==> src/rtl/rename_release_controller_if.sv <==
// Bus between the active list / recovery logic and the rename release controller.
// The master side owns the active-list head/tail and the recovery trigger; the
// slave side is the controller that decides pops and drives the release stage.
interface rename_release_controller_if #(
    parameter int COMMIT_WIDTH = 2,
    parameter int AL_DEPTH     = 64,
    parameter int PREG_W       = 7,
    parameter int REG_CLASSES  = 2
);
    localparam int CNT_W  = $clog2(AL_DEPTH + 1);
    localparam int LANE_W = $clog2(COMMIT_WIDTH + 1);
    localparam int CLS_W  = (REG_CLASSES > 1) ? $clog2(REG_CLASSES) : 1;

    // Commit side
    logic                                             commit;
    logic [LANE_W-1:0]                                commit_num;

    // Per-lane view of the active-list entries being popped
    logic [COMMIT_WIDTH-1:0]                          al_write_reg;
    logic [COMMIT_WIDTH-1:0][CLS_W-1:0]               al_reg_class;
    logic [COMMIT_WIDTH-1:0][PREG_W-1:0]              al_prev_preg;
    logic [COMMIT_WIDTH-1:0][PREG_W-1:0]              al_dst_preg;
    logic [CNT_W-1:0]                                 al_recovery_entry_num;
    logic [LANE_W-1:0]                                al_pop_head_num;
    logic [LANE_W-1:0]                                al_pop_tail_num;

    // Recovery control
    logic                                             to_recovery;
    logic                                             recovery_from_rrmt;
    logic                                             in_recovery;
    logic                                             recovery_done;
    logic [LANE_W-1:0]                                flush_num;

    // Registered release stage towards the per-class free lists
    logic [REG_CLASSES-1:0][COMMIT_WIDTH-1:0]         release_valid;
    logic [REG_CLASSES-1:0][COMMIT_WIDTH-1:0][PREG_W-1:0] release_preg;

    modport master (
        output commit, commit_num,
        output al_write_reg, al_reg_class, al_prev_preg, al_dst_preg,
        output al_recovery_entry_num,
        output to_recovery, recovery_from_rrmt,
        input  al_pop_head_num, al_pop_tail_num,
        input  in_recovery, recovery_done, flush_num,
        input  release_valid, release_preg
    );

    modport slave (
        input  commit, commit_num,
        input  al_write_reg, al_reg_class, al_prev_preg, al_dst_preg,
        input  al_recovery_entry_num,
        input  to_recovery, recovery_from_rrmt,
        output al_pop_head_num, al_pop_tail_num,
        output in_recovery, recovery_done, flush_num,
        output release_valid, release_preg
    );
endinterface

==> src/rtl/rename_release_controller.sv <==
// Rename-stage commit/recovery controller. In COMMIT it pops committed ops from
// the active-list head and frees their previous pregs; on recovery it walks the
// squashed entries (from head or tail) and frees their destination pregs.
// Freed pregs are routed to their class free list through one register stage.
module rename_release_controller #(
    parameter int COMMIT_WIDTH = 2,
    parameter int AL_DEPTH     = 64,
    parameter int PREG_W       = 7,
    parameter int REG_CLASSES  = 2
) (
    input  logic                      clk,
    input  logic                      rst,
    rename_release_controller_if.slave al_bus
);
    localparam int CNT_W  = $clog2(AL_DEPTH + 1);
    localparam int LANE_W = $clog2(COMMIT_WIDTH + 1);

    localparam logic [LANE_W-1:0] CW_L = LANE_W'(COMMIT_WIDTH);

    localparam logic [1:0] PH_COMMIT       = 2'd0;
    localparam logic [1:0] PH_RECOVER_0    = 2'd1;
    localparam logic [1:0] PH_RECOVER_WALK = 2'd2;

    logic [1:0]                                        r_phase;
    logic [CNT_W-1:0]                                  r_rcount;
    logic                                              r_mode;
    logic [REG_CLASSES-1:0][COMMIT_WIDTH-1:0]          r_rel_valid;
    logic [REG_CLASSES-1:0][COMMIT_WIDTH-1:0][PREG_W-1:0] r_rel_preg;

    logic [LANE_W-1:0]                                 w_commit_k;
    logic [LANE_W-1:0]                                 w_walk_n;
    logic [LANE_W-1:0]                                 w_rel_cnt;
    logic                                              w_use_dst;
    logic [LANE_W-1:0]                                 w_pop_head;
    logic [LANE_W-1:0]                                 w_pop_tail;
    logic [LANE_W-1:0]                                 w_flush;
    logic                                              w_done;
    logic [REG_CLASSES-1:0][COMMIT_WIDTH-1:0]          w_rel_valid;
    logic [REG_CLASSES-1:0][COMMIT_WIDTH-1:0][PREG_W-1:0] w_rel_preg;

    // Lane counts: clamped commit count and the walk step (never past rcount).
    always_comb begin
        // NOTE: every always_comb output gets a default first so no path leaves it unassigned (no latch).
        w_commit_k = '0;
        if (al_bus.commit) begin
            w_commit_k = (int'(al_bus.commit_num) > COMMIT_WIDTH) ? CW_L : al_bus.commit_num;
        end
        w_walk_n = (int'(r_rcount) > COMMIT_WIDTH) ? CW_L : LANE_W'(r_rcount);
    end

    // Per-phase pop/flush decode and choice of which preg each lane frees.
    always_comb begin
        w_pop_head = '0;
        w_pop_tail = '0;
        w_flush    = '0;
        w_done     = 1'b0;
        w_rel_cnt  = '0;
        w_use_dst  = 1'b0;
        case (r_phase)
            PH_COMMIT: begin
                w_pop_head = w_commit_k;
                w_rel_cnt  = w_commit_k;
            end
            PH_RECOVER_WALK: begin
                w_flush   = w_walk_n;
                w_rel_cnt = w_walk_n;
                w_use_dst = 1'b1;
                w_done    = (r_rcount == '0);
                if (r_mode) begin
                    w_pop_head = w_walk_n;
                end else begin
                    w_pop_tail = w_walk_n;
                end
            end
            default: begin
                // RECOVER_0 idles while the squashed-entry count is loaded.
            end
        endcase
    end

    // Route each active lane to the free list of its register class.
    always_comb begin
        w_rel_valid = '0;
        w_rel_preg  = '0;
        for (int i = 0; i < COMMIT_WIDTH; i++) begin
            if ((int'(w_rel_cnt) > i) && al_bus.al_write_reg[i]) begin
                for (int c = 0; c < REG_CLASSES; c++) begin
                    // Classes beyond REG_CLASSES match no c and are dropped.
                    if (int'(al_bus.al_reg_class[i]) == c) begin
                        w_rel_valid[c][i] = 1'b1;
                        w_rel_preg[c][i]  = w_use_dst ? al_bus.al_dst_preg[i]
                                                      : al_bus.al_prev_preg[i];
                    end
                end
            end
        end
    end

    // Phase sequencing; a recovery request always wins and restarts the walk.
    always_ff @(posedge clk) begin
        // NOTE: sequential state uses non-blocking assignments so all registers update from pre-edge values.
        if (rst) begin
            r_phase  <= PH_COMMIT;
            r_rcount <= '0;
            r_mode   <= 1'b0;
        end else if (al_bus.to_recovery) begin
            r_phase  <= PH_RECOVER_0;
            r_rcount <= '0;
            r_mode   <= al_bus.recovery_from_rrmt;
        end else begin
            case (r_phase)
                PH_RECOVER_0: begin
                    r_phase  <= PH_RECOVER_WALK;
                    r_rcount <= al_bus.al_recovery_entry_num;
                end
                PH_RECOVER_WALK: begin
                    if (r_rcount == '0) begin
                        r_phase <= PH_COMMIT;
                    end else begin
                        r_rcount <= r_rcount - CNT_W'(w_walk_n);
                    end
                end
                default: r_phase <= PH_COMMIT;
            endcase
        end
    end

    // Release stage: one cycle after the pop; reset discards anything pending.
    always_ff @(posedge clk) begin
        if (rst) begin
            r_rel_valid <= '0;
            r_rel_preg  <= '0;
        end else begin
            r_rel_valid <= w_rel_valid;
            r_rel_preg  <= w_rel_preg;
        end
    end

    assign al_bus.al_pop_head_num = w_pop_head;
    assign al_bus.al_pop_tail_num = w_pop_tail;
    assign al_bus.flush_num       = w_flush;
    assign al_bus.recovery_done   = w_done;
    assign al_bus.in_recovery     = (r_phase == PH_RECOVER_0) || (r_phase == PH_RECOVER_WALK);
    assign al_bus.release_valid   = r_rel_valid;
    assign al_bus.release_preg    = r_rel_preg;

endmodule

==> src/flat_wrapper.sv <==
// flat-port wrapper written by rule: the top's interface ports become plain ports
module rename_release_controller_flat 
#(
    parameter int COMMIT_WIDTH = 2,
    parameter int AL_DEPTH     = 64,
    parameter int PREG_W       = 7,
    parameter int REG_CLASSES  = 2
)
  (clk, rst, al_bus_commit, al_bus_commit_num, al_bus_al_write_reg, al_bus_al_reg_class, al_bus_al_prev_preg, al_bus_al_dst_preg, al_bus_al_recovery_entry_num, al_bus_to_recovery, al_bus_recovery_from_rrmt, al_bus_al_pop_head_num, al_bus_al_pop_tail_num, al_bus_in_recovery, al_bus_recovery_done, al_bus_flush_num, al_bus_release_valid, al_bus_release_preg);
  rename_release_controller_if #(.COMMIT_WIDTH(COMMIT_WIDTH), .AL_DEPTH(AL_DEPTH), .PREG_W(PREG_W), .REG_CLASSES(REG_CLASSES)) al_bus_i ();
  input  logic clk;
  input  logic rst;
  input wire logic [$bits(al_bus_i.commit)-1:0] al_bus_commit;
  input wire logic [$bits(al_bus_i.commit_num)-1:0] al_bus_commit_num;
  input wire logic [$bits(al_bus_i.al_write_reg)-1:0] al_bus_al_write_reg;
  input wire logic [$bits(al_bus_i.al_reg_class)-1:0] al_bus_al_reg_class;
  input wire logic [$bits(al_bus_i.al_prev_preg)-1:0] al_bus_al_prev_preg;
  input wire logic [$bits(al_bus_i.al_dst_preg)-1:0] al_bus_al_dst_preg;
  input wire logic [$bits(al_bus_i.al_recovery_entry_num)-1:0] al_bus_al_recovery_entry_num;
  input wire logic [$bits(al_bus_i.to_recovery)-1:0] al_bus_to_recovery;
  input wire logic [$bits(al_bus_i.recovery_from_rrmt)-1:0] al_bus_recovery_from_rrmt;
  output wire logic [$bits(al_bus_i.al_pop_head_num)-1:0] al_bus_al_pop_head_num;
  output wire logic [$bits(al_bus_i.al_pop_tail_num)-1:0] al_bus_al_pop_tail_num;
  output wire logic [$bits(al_bus_i.in_recovery)-1:0] al_bus_in_recovery;
  output wire logic [$bits(al_bus_i.recovery_done)-1:0] al_bus_recovery_done;
  output wire logic [$bits(al_bus_i.flush_num)-1:0] al_bus_flush_num;
  output wire logic [$bits(al_bus_i.release_valid)-1:0] al_bus_release_valid;
  output wire logic [$bits(al_bus_i.release_preg)-1:0] al_bus_release_preg;
  assign al_bus_i.commit = al_bus_commit;
  assign al_bus_i.commit_num = al_bus_commit_num;
  assign al_bus_i.al_write_reg = al_bus_al_write_reg;
  assign al_bus_i.al_reg_class = al_bus_al_reg_class;
  assign al_bus_i.al_prev_preg = al_bus_al_prev_preg;
  assign al_bus_i.al_dst_preg = al_bus_al_dst_preg;
  assign al_bus_i.al_recovery_entry_num = al_bus_al_recovery_entry_num;
  assign al_bus_i.to_recovery = al_bus_to_recovery;
  assign al_bus_i.recovery_from_rrmt = al_bus_recovery_from_rrmt;
  assign al_bus_al_pop_head_num = al_bus_i.al_pop_head_num;
  assign al_bus_al_pop_tail_num = al_bus_i.al_pop_tail_num;
  assign al_bus_in_recovery = al_bus_i.in_recovery;
  assign al_bus_recovery_done = al_bus_i.recovery_done;
  assign al_bus_flush_num = al_bus_i.flush_num;
  assign al_bus_release_valid = al_bus_i.release_valid;
  assign al_bus_release_preg = al_bus_i.release_preg;
  rename_release_controller #(.COMMIT_WIDTH(COMMIT_WIDTH), .AL_DEPTH(AL_DEPTH), .PREG_W(PREG_W), .REG_CLASSES(REG_CLASSES)) u_core (.clk(clk), .rst(rst), .al_bus(al_bus_i));
endmodule
==> config.mk <==
export PLATFORM = sky130hd
export DESIGN_NAME = rename_release_controller_flat
export DESIGN_NICKNAME = d
export VERILOG_FILES = /design/src/rtl/rename_release_controller_if.sv /design/src/rtl/rename_release_controller.sv /design/src/flat_wrapper.sv
export SDC_FILE = /design/constraint.sdc
export NUM_CORES = 1
export LEC_CHECK = 0
export CAP_MARGIN = 20
export CORE_MARGIN = 3
export CORE_UTILIZATION = 36
export DETAILED_ROUTE_END_ITERATION = 10
export PLACE_DENSITY = 0.81
export SLEW_MARGIN = 40
export SYNTH_ARGS = -nofsm -noshare
export SYNTH_HDL_FRONTEND = slang
export SYNTH_SLANG_ARGS = --single-unit
==> constraint.sdc <==
create_clock -name clk -period 1.65 [get_ports clk]
set_input_delay 0.33 -clock clk [delete_from_list [all_inputs] [get_ports clk]]
set_output_delay 0.33 -clock clk [all_outputs]
set_load 0.02 [all_outputs]
==> impl_results.md, run 1 <==
* Run status: complete, but fails checks
* Violated checks: setup timing
* Area of the die at 0.00574 mm2
* Latest clock arrival within the worst-skew pair at 300 ps
* Switching share of power at 0.243
* Number of different library cells in the post-synthesis netlist at 38
* Net load switching power at 554 uW
* Final setup vio count at 9
* Count of yosys warnings during synthesis at 0
* Non-filler instance count after layout at 357
* Number of detailed-routing iterations run before antenna repair at 4
* Detailed Route WL at 5020 um
* Arrival @ worst endpoint at 1510 ps
* Final count of pins violating max slew at 0
* Pwr dens at 716 mW/mm2
* Mux cell area share after synthesis at 0.103
* Effective utilization at floorplan at 0.387
* Final setup slack of the worst path at -193 ps
* Placed Cells at 342
* Cell chosen for the clock root: clkbuf_8
* Total of fill cells in the finished design at 351
* Category of the most critical setup path: reg -> out
* Leakage component of the power at 0.00124 uW
* Final Core Density at 0.702
* Worst setup path start: u_core.r_rcount[4]
* Number of enable flip-flop cells after synthesis at 0
* Largest net degree at the start of global routing at 26
* Largest clock skew in the final design at 8.87 ps
* Number of nets still failing antenna checks after routing at 0
* Top cells by area, synth: dfxtp_1 48%, mux2i_1 10%, nor2_1 7.7%, o2111ai_4 4.5%, ha_1 2.9%
* Number of antenna violations at the first check in global routing at 0
* Net total in the final layout at 341
* Final RePlAce weighted congestion at 0.848
* #FFs+latches synth at 42
* Sum of overflow across all layers after global routing at 0
* Hold Violations, Final at 0
* Global-route wire length before repair at 7420 um
* Detailed-route wire length per cell at 14.1 um
* Fraction of final layout cells with drive strength greater than 1 at 0.274
* Post-route DRC at 0
* Die Y-Extent at 75.8 um
* RSZ-0062 raised after global routing: yes
* Area of the core at 0.00453 mm2
* Synth top area share at 0.480
* Largest driver fanout on the critical path at 5
* Max Buffers Root-to-Sink at 2
* Largest stage delay, worst path at 370 ps
* Count of buffers inserted at the top-level ports at 85
* Synthesized-area fraction occupied by ao, oa, aoi and oai cells at 0.166
* Sink count of the clock tree at 42
* Fraction of power consumed by sequential logic at 0.458
* Area fraction in and, or, nand and nor cells after synthesis at 0.183
* Horizontal die dimension at 75.8 um
* Rows at 24
* Slowest library cell on the worst path: dfxtp_4
* Number of vias after detailed routing at 1666
* N_diodes at 0
* Post-Synthesis Cells at 173
* Synthesized-area fraction occupied by xor and xnor cells at 0
* Type of destination of the critical path: output port
* Cell Chain, Critical Path: buf_6, nor3_4, a21boi_4, a21o_1, buf_6
* CTS hold repair buffers at 0
* Worst Setup Start Kind: flip-flop
* Worst vdd ir at 0.000639 V
* Total clock buffers created by CTS at 5
* Worst Min Path Start: al_bus_al_recovery_entry_num[0]
* Via count of the first global-routing pass at 1639
* Share of the cycle needed by the critical path after routing at 1.12
* TritonCTS clock tree: yes
* Final TNS setup at -1180 ps
* Share of the yosys chip area belonging to registers at 0.480
* Post-Place Cell Area at 0.00287 mm2
* Most used flip-flop cell after synthesis: dfxtp_1
* Async set-or-reset flop fraction in the synthesized netlist at 0
* Tot GR Track Use at 0.173
* Maximum clock frequency at 542 MHz
* Relative contribution of the clock network to total power at 0.361
* Number of design-rule violations left by the first detailed-router iteration at 55
* Nets in the synthesized netlist at 223
* Fraction of power consumed by combinational cells at 0.181
* Combined area of all synthesized cells at 0.00175 mm2
* Post-Synthesis Mean Instance Area at 10.1 um2
* Layout overhead on the synthesized area at 81.7%
* Shortest period the worst path allows at 1840 ps
* Cell type with the highest aggregate area in the netlist: dfxtp_1
* Adder-cell area share of the yosys netlist at 0.0286
* Post-route cell area at 0.00318 mm2
* # IOs at 86
* Number of vias per cell at 4.67
* Half-perimeter wire length after detailed placement at 3700 um
* Main combinational cell family by area after synthesis: simple AND/OR/NAND/NOR gates
* Ranking of synthesized cells by instance count: 42 x dfxtp_1, 36 x nor2_1, 18 x mux2i_1
* Maximum level of the CTS H-tree at 2
* Number of max-cap violations at 0
* Worst min-delay path category: in -> reg
* Most common cell type on the critical path: buf_6
* Clock slew seen by the registers of the worst setup and hold paths at 90 ps
* Int Power at 1720 uW
* Most frequently used cell type in the post-synthesis netlist: dfxtp_1
* Required arrival time at the worst endpoint at 1320 ps
* Critical register-to-register path startpoint: u_core.r_rcount[4]
[worst paths after layout]
check                         endpoint  slack, ps  cells after the start
max          al_bus_al_pop_head_num[1]       -190                      5
min                 u_core.r_rcount[0]        570                      3
max reg2reg         u_core.r_rcount[6]       -140                      9
min reg2reg         u_core.r_rcount[0]        580                      2
[power by group through the flow]
stage               combinational [uW]  clock, uW  sequential (uW)
floorplan                          134          0             1080
global placement                   357          0             1060
detailed placement                 362          0             1060
CTS                                393        844             1040
global route                       442        883             1040
finish                             413        823             1040
[what timing repair did]
item	in CTS	in global routing
gates resized for setup	67	20
setup buffers	6	3
cloned	0	1
setup endpoints to repair	30	36
pin swaps	17	15
[layout by cell type (no fill, tap or decap), types with 2 or more instances in the layout]
master / netlist / layout
a21boi_4: 2 / 2
a21oi_1: 6 / 5
and2_4: 0 / 2
buf_4: 1 / 25
buf_6: 0 / 11
clkbuf_8: 0 / 5
clkdlybuf4s50_1: 0 / 77
dfxtp_1: 42 / 36
dfxtp_2: 0 / 5
ha_4: 0 / 3
inv_1: 12 / 10
inv_2: 0 / 2
mux2i_1: 18 / 18
nand2_1: 6 / 6
nand3_1: 3 / 2
nor2_1: 36 / 35
nor2b_1: 4 / 2
nor3_4: 1 / 3
o2111ai_4: 3 / 3
o211ai_1: 2 / 2
o21ai_0: 7 / 3
o21ai_1: 0 / 3
o21ai_4: 1 / 2
o311ai_1: 0 / 2
[metrics by stage]
step	hold WS, ps	total power, uW	setup WS [ps]
global placement	551	1420	-420
CTS	572	2280	-204
detailed placement	563	1430	-445
floorplan	402	1210	16.7
global route	599	2370	-264
finish	568	2280	-193
[cells by family after synthesis]
logic type | after synthesis
AO/OA/AOI/OAI | 30
other | 1
adder cells (fa/ha/maj) | 4
buffers and inverters | 16
multiplexers | 18
AND/OR/NAND/NOR | 62
flip-flops | 42
[flip-flops by register name (all words and copies together) (netlist names)]
signal	flops
u_core.al_bus.release_preg	28
u_core.r_rcount	7
u_core.al_bus.release_valid	4
u_core.r_phase	2
u_core.r_mode	1
[layout make-up]
cell class,instances,area (um2),share of cell area
Multi-Input combinational cell,115,967,0.304
Timing Repair Buffer,115,1130,0.354
Clock inverter,3,43.8,0.0138
Inverter,12,45.0,0.0141
Tap cell,65,81.3,0.0255
Sequential cell,42,851,0.267
Clock buffer,5,68.8,0.0216
[worst max-delay path: cells and delay by family (launching register included)]
kind,cells,cell delay [ps]
buf+inv,2,250
compound gates,2,310
flops,1,370
simple gates,1,280
[per-layer routing]
metal / up-vias / routed length (um) / global-route usage
met3: 6 / 476 / 0.0844
li1: 826 / - / -
met4: 0 / 55 / 0.0544
met2: 65 / 2560 / 0.292
met5: - / 0 / 0
met1: 769 / 1930 / 0.191
(Power assumes the default switching activity.)
==> run 2, diff against run 1 <==
--- a/config.mk
+++ b/config.mk
@@ -10,7 +10,6 @@
 export CORE_UTILIZATION = 36
 export DETAILED_ROUTE_END_ITERATION = 10
 export PLACE_DENSITY = 0.81
-export SLEW_MARGIN = 40
 export SYNTH_ARGS = -nofsm -noshare
 export SYNTH_HDL_FRONTEND = slang
 export SYNTH_SLANG_ARGS = --single-unit
==> results of run 2 <==
Same layout as run 1: the final DEF is identical, and so are final timing and power.
==> run 3, diff against run 2 <==
--- a/config.mk
+++ b/config.mk
@@ -5,6 +5,7 @@
 export SDC_FILE = /design/constraint.sdc
 export NUM_CORES = 1
 export LEC_CHECK = 0
+export ABC_AREA = 0
 export CAP_MARGIN = 20
 export CORE_MARGIN = 3
 export CORE_UTILIZATION = 36
==> results of run 3 <==
Same layout as run 1: the final DEF is identical, and so are final timing and power.
